$ cat src/rtl/obstacle_scroller.sv
// obstacle_scroller: horizontal scroller for NUM_OBJ obstacle columns (pipe + coin).
// Each slot keeps one right edge R. In RUN, every speed_tick moves all slots left
// by `step` pixels. A slot that would leave the field wraps by NUM_OBJ*INTERVAL,
// so the spacing between slots never changes. The scope pointer follows the
// first slot whose right edge has not yet cleared the bird column.
//
// Ports:
//   clk, reset          pixel clock, async active-low reset
//   speed_tick, step    one-cycle scroll enable, pixels per tick
//   start/stop/pause/ack  game control (stop = collision)
//   q_idle..q_stop      one-hot state
//   scope_idx           slot currently in scope
//   pipe_l/r, coin_l/r  packed edges, lane k = slot (scope_idx+k) mod NUM_OBJ
//   pass_pulse          in-scope pipe cleared the bird (cycle after the tick)
//   respawn_pulse/idx   a slot wrapped (cycle after the tick), and which slot

// Per-slot right-edge register with wrap-around subtract.
module obstacle_scroller_slot #(
  parameter int            XW     = 10,
  parameter logic [XW-1:0] INIT_R = '0,
  parameter logic [XW-1:0] SPAN   = '0
) (
  input  logic          clk,
  input  logic          reset,
  input  logic          load_init,
  input  logic          move,
  input  logic [2:0]    step,
  output logic [XW-1:0] r,
  output logic          wrap
);
  logic [XW-1:0] r_q, r_d, step_x;

  assign step_x = XW'(step);
  // R never reaches 0 (it stays in 1..SPAN), so R <= step means the edge leaves.
  assign wrap   = move && (r_q <= step_x);
  assign r      = r_q;

  always_comb begin
    r_d = r_q;
    if (load_init)  r_d = INIT_R;
    else if (move)  r_d = wrap ? (r_q - step_x + SPAN) : (r_q - step_x);
  end

  always_ff @(posedge clk or negedge reset) begin
    if (!reset) r_q <= INIT_R;
    else        r_q <= r_d;
  end
endmodule

module obstacle_scroller #(
  parameter int NUM_OBJ    = 5,
  parameter int XW         = 10,
  parameter int PIPE_W     = 61,
  parameter int COIN_W     = 19,
  parameter int INTERVAL   = 142,
  parameter int BIRD_X     = 230,
  parameter int INIT_SCOPE = 2,
  localparam int IDX_W     = $clog2(NUM_OBJ)
) (
  input  logic                  clk,
  input  logic                  reset,
  input  logic                  speed_tick,
  input  logic [2:0]            step,
  input  logic                  start,
  input  logic                  stop,
  input  logic                  pause,
  input  logic                  ack,
  output logic                  q_idle,
  output logic                  q_run,
  output logic                  q_pause,
  output logic                  q_stop,
  output logic [IDX_W-1:0]      scope_idx,
  output logic [NUM_OBJ*XW-1:0] pipe_l,
  output logic [NUM_OBJ*XW-1:0] pipe_r,
  output logic [NUM_OBJ*XW-1:0] coin_l,
  output logic [NUM_OBJ*XW-1:0] coin_r,
  output logic                  pass_pulse,
  output logic                  respawn_pulse,
  output logic [IDX_W-1:0]      respawn_idx
);
  localparam int SPAN = NUM_OBJ * INTERVAL;

  typedef enum logic [1:0] {S_IDLE, S_RUN, S_PAUSE, S_STOP} state_e;

  state_e                   state_q, state_d;
  logic [IDX_W-1:0]         scope_q, scope_d, ridx_q, ridx_d;
  logic                     pass_q, pass_d, resp_q, resp_d;
  logic [NUM_OBJ-1:0][XW-1:0] r_all;
  logic [NUM_OBJ-1:0]       wrap;
  logic                     load_init, moving;
  logic [XW-1:0]            r_scope;

  // FSM next state; stop outranks pause.
  always_comb begin
    state_d = state_q;
    case (state_q)
      S_IDLE:  if (start) state_d = S_RUN;
      S_RUN:   if (stop) state_d = S_STOP; else if (pause) state_d = S_PAUSE;
      S_PAUSE: if (stop) state_d = S_STOP; else if (!pause) state_d = S_RUN;
      S_STOP:  if (ack) state_d = S_IDLE;
      default: state_d = S_IDLE;
    endcase
  end

  // Initial values are loaded on the same edge that enters IDLE, and held there.
  assign load_init = (state_q == S_IDLE) || ((state_q == S_STOP) && ack);
  // Pause also blocks the tick that leaves RUN, so pulses only show up in RUN.
  assign moving = (state_q == S_RUN) && speed_tick && !stop && !pause && (step != 3'd0);

  for (genvar i = 0; i < NUM_OBJ; i++) begin : g_slot
    obstacle_scroller_slot #(
      .XW    (XW),
      .INIT_R(XW'(PIPE_W + i * INTERVAL)),
      .SPAN  (XW'(SPAN))
    ) u_slot (
      .clk      (clk),
      .reset    (reset),
      .load_init(load_init),
      .move     (moving),
      .step     (step),
      .r        (r_all[i]),
      .wrap     (wrap[i])
    );
  end

  always_comb begin
    r_scope = '0;
    for (int i = 0; i < NUM_OBJ; i++)
      if (scope_q == IDX_W'(i)) r_scope = r_all[i];
  end

  // Scope and pulses are judged on the pre-move edges.
  always_comb begin
    scope_d = scope_q;
    pass_d  = 1'b0;
    resp_d  = |wrap;
    ridx_d  = ridx_q;
    for (int i = 0; i < NUM_OBJ; i++)
      if (wrap[i]) ridx_d = IDX_W'(i);
    if (load_init) begin
      scope_d = IDX_W'(INIT_SCOPE);
      ridx_d  = '0;
      resp_d  = 1'b0;
    end else if (moving && (r_scope < XW'(BIRD_X))) begin
      pass_d  = 1'b1;
      scope_d = (scope_q == IDX_W'(NUM_OBJ - 1)) ? '0 : scope_q + IDX_W'(1);
    end
  end

  always_ff @(posedge clk or negedge reset) begin
    if (!reset) begin
      state_q <= S_IDLE;
      scope_q <= IDX_W'(INIT_SCOPE);
      pass_q  <= 1'b0;
      resp_q  <= 1'b0;
      ridx_q  <= '0;
    end else begin
      state_q <= state_d;
      scope_q <= scope_d;
      pass_q  <= pass_d;
      resp_q  <= resp_d;
      ridx_q  <= ridx_d;
    end
  end

  // Lane k shows slot (scope+k) mod NUM_OBJ; left edges clamp at 0.
  for (genvar k = 0; k < NUM_OBJ; k++) begin : g_lane
    logic [IDX_W:0]   sum;
    logic [IDX_W-1:0] sel;
    logic [XW-1:0]    rk;
    assign sum = {1'b0, scope_q} + (IDX_W+1)'(k);
    assign sel = (sum >= (IDX_W+1)'(NUM_OBJ)) ? IDX_W'(sum - (IDX_W+1)'(NUM_OBJ))
                                                : sum[IDX_W-1:0];
    assign rk  = r_all[sel];
    assign pipe_r[k*XW +: XW] = rk;
    assign coin_r[k*XW +: XW] = rk;
    assign pipe_l[k*XW +: XW] = (rk >= XW'(PIPE_W)) ? rk - XW'(PIPE_W) : '0;
    assign coin_l[k*XW +: XW] = (rk >= XW'(COIN_W)) ? rk - XW'(COIN_W) : '0;
  end

  assign q_idle        = (state_q == S_IDLE);
  assign q_run         = (state_q == S_RUN);
  assign q_pause       = (state_q == S_PAUSE);
  assign q_stop        = (state_q == S_STOP);
  assign scope_idx     = scope_q;
  assign pass_pulse    = pass_q;
  assign respawn_pulse = resp_q;
  assign respawn_idx   = ridx_q;
endmodule

$ cat config.mk
export PLATFORM = sky130hd
export DESIGN_NAME = obstacle_scroller
export DESIGN_NICKNAME = d
export VERILOG_FILES = /design/src/rtl/obstacle_scroller.sv
export SDC_FILE = /design/constraint.sdc
export NUM_CORES = 1
export LEC_CHECK = 0
export ABC_AREA = 1
export BUFFER_PORTS_ARGS = -buffer_cell sky130_fd_sc_hd__buf_2
export CORE_UTILIZATION = 50
export CTS_CLUSTER_SIZE = 30
export DETAILED_ROUTE_END_ITERATION = 10
export PLACE_DENSITY = 0.74
export SLEW_MARGIN = 10
export SYNTH_ARGS = -nofsm -noshare
export SYNTH_HDL_FRONTEND = slang
export SYNTH_HIERARCHICAL = 1
export SYNTH_SLANG_ARGS = --single-unit
$ cat constraint.sdc
create_clock -name clk -period 4.4 [get_ports clk]
set_input_delay 0.22 -clock clk [delete_from_list [all_inputs] [get_ports clk]]
set_output_delay 0.22 -clock clk [all_outputs]
set_load 0.05 [all_outputs]
==> flow_metrics.env <==
export IMPL_rows=55
export IMPL_crit_chain="ha_2, ha_1, inv_1, nand2_1, nand2_1, nand2_1, o21ai_1, nand2_2, o21ai_4, inv_1, ha_1, inv_1, nand2_1, nand4_2, inv_2, nor2_1, buf_2"
export IMPL_hp_class="in -> async"
export IMPL_overflow=0
export IMPL_yosysTopAreaCellShare=0.197
export IMPL_ant_nets=0
export IMPL_ys_flop_type="dfrtp_1"
export IMPL_core_sq_mm=0.0227
export IMPL_critical_path_max_stage_delay_ns=0.65
export IMPL_slew_headroom=0.423
export IMPL_grt_first_pass_wirelength_microns=63400
export IMPL_nets=2220
export IMPL_netlist_area_sq_mm=0.0116
export IMPL_grt_max_degree=61
export IMPL_syn_area_per_cell_sq_um=5.84
export IMPL_cts_hold_buffers=0
export IMPL_cts_buffers=9
export IMPL_period_share=0.947
export IMPL_synth_seq_area_share=0.133
export IMPL_synthTopCellsByCount="nand2_1, inv_1, nand3_1, nor2_1, o21ai_0"
export IMPL_wl_microns=40300
export IMPL_critPathArrivalTime_ns=3.95
export IMPL_drt_iter0_drc=1448
export IMPL_synth_edff_count=0
export IMPL_drc_errors=0
export IMPL_cts_tree="done"
export IMPL_fmax_mhz=240
export IMPL_gp_congestion=1.03
export IMPL_end_kind="output port"
export IMPL_wire_per_inst_microns=16.4
export IMPL_htree_levels=3
export IMPL_synth_distinct_cells=62
export IMPL_clk_pin_slew_worst_paths_ns=0.06
export IMPL_yosysWarnings=6
export IMPL_via_per_inst=5.54
export IMPL_grt_pass1_vias=12100
export IMPL_place_inst=2420
export IMPL_synth_area_leaders="nand2_1, nand3_1, inv_1"
export IMPL_cp_max_fo=10
export IMPL_nFillCells=2311
export IMPL_area_delta_synth_final_pct=12.9
export IMPL_finalNonFillerCells=2448
export IMPL_hold_viol=0
export IMPL_fin_skew_ns=0.0142
export IMPL_synthCells=1985
export IMPL_clock_latency_ns=0.34
export IMPL_maxCapViolations=0
export IMPL_final_layout_size_suffix_gt1_frac=0.252
export IMPL_clock_path_buffers=2
export IMPL_slew_violations=0
export IMPL_tightest_slew_ns=0.862
export IMPL_cp_common_cell="nand2_1"
export IMPL_outcome="complete, no violations"
export IMPL_cts_root_buffer="clkbuf_16"
export IMPL_cp_slowest_cell="dfstp_2"
export IMPL_crit_type="reg -> out"
export IMPL_initial_utilization=0.510
export IMPL_dp_hpwl_microns=29600
export IMPL_setup_viol=0
export IMPL_cp_start_kind="register"
export IMPL_antenna_found_initial=1
export IMPL_die_area_sq_mm=0.0238
export IMPL_dr_pass1_iters=7
export IMPL_synth_nets=2048
export IMPL_synth_most_common_cell="nand2_1"
export IMPL_ys_ff_latch=60
export IMPL_io_buffers=221
export IMPL_final_core_utilization=0.576
export IMPL_ioPinCount=222
export IMPL_die_h_microns=154
export IMPL_reg2reg_depth=12
export IMPL_timing_final_crit_period_ns=4.17
export IMPL_grtUsageTotal=0.335
export IMPL_setup_tns_ns=0
export IMPL_cts_sinks=60
export IMPL_yosys_area_top_type="nand2_1"
export IMPL_fp_dieW_microns=154
export IMPL_cp_required_ns=4.18
export IMPL_vias=13600
export IMPL_synthArstFlopShare=1.00
routing by layer:
layer	track usage	routed length, microns	up-vias
li1	-	-	6655
met4	0.130	1600	0
met5	0	0	-
met2	0.557	18100	636
met1	0.434	17000	6146
met3	0.0546	3620	123
cells by family (layout without fill, tap and decap cells):
logic type | count (synthesis) | count (layout) | share of synthesized area
AND/OR/NAND/NOR | 1221 | 1221 | 0.489
buffers and inverters | 378 | 555 | 0.153
AO/OA/AOI/OAI | 224 | 224 | 0.125
flip-flops | 60 | 60 | 0.133
adder cells (fa/ha/maj) | 53 | 53 | 0.0611
XOR/XNOR | 47 | 47 | 0.0375
multiplexers | 2 | 2 | 0.00173
other | 0 | 1 | 0
worst paths after layout:
kind	startpoint	end	slack [ns]
setup / recovery	scope_idx[1]	pipe_l[18]	0.23
hold / removal	reset	state_q[1]	0.04
setup reg to reg	g_slot[2].u_slot/r[0]	respawn_idx[0]	1.38
hold reg to reg	respawn_idx[2]	respawn_idx[2]	0.54
max in group asynchronous	reset	scope_idx[2]	3.79
min in group clk	stop	state_q[1]	0.16
placed cells by master (no fill, tap or decap), types with 38 or more instances in the layout:
master	Yosys	final
buf_2	6	213
a21oi_1	48	46
nor2_1	181	170
xor2_1	38	38
nand2_1	607	602
nand2_2	63	65
nand3_1	234	233
ha_1	47	45
inv_1	256	255
o21ai_0	64	61
critical path: cells and delay by family, from the launching register on:
| kind | cells | cell delay (ns) |
|---|---|---|
| and+or+nand+nor | 7 | 1.01 |
| DFF | 1 | 0.65 |
| AOI/OAI and AO/OA | 2 | 0.50 |
| buffers and inverters | 5 | 0.69 |
| adders and majority gates | 3 | 0.74 |
sequential cells by signal (all words and copies together), names as in the netlist:
| signal | cells |
|---|---|
| state_q | 2 |
| respawn_idx | 3 |
| g_slot.u_slot/r | 50 |
| scope_idx | 3 |
| pass_pulse | 1 |
| respawn_pulse | 1 |
layout make-up:
class	count	area (sq um)	share of cell area
multi-input cells	1547	8460	0.646
flip-flops and latches	60	1540	0.118
repair buffers	245	1320	0.101
inverters	294	1130	0.0864
well taps	285	357	0.0273
clock buffers	10	239	0.0183
clock inverters	6	38.8	0.00297
diodes	1	2.50	0.000191
through the flow:
stage / hold slack (ns) / setup WS, ns / instance area, sq um
after floorplan: -0.0756 / -0.186 / 11600
after global placement: 0.430 / 0.468 / 12500
after detailed placement: 0.439 / 0.383 / 12500
after CTS: 0.0766 / 0.0141 / 12800
after global routing: 0.111 / -0.00520 / 13100
final: 0.0412 / 0.232 / 13100
repair_timing:
action	in CTS	in global routing
endpoints found under the setup margin	0	99
gates resized for setup	0	38
setup buffers	0	11
Power is not shown: default switching activity piles up to over one toggle a cycle in this logic, so the estimate is an artifact.
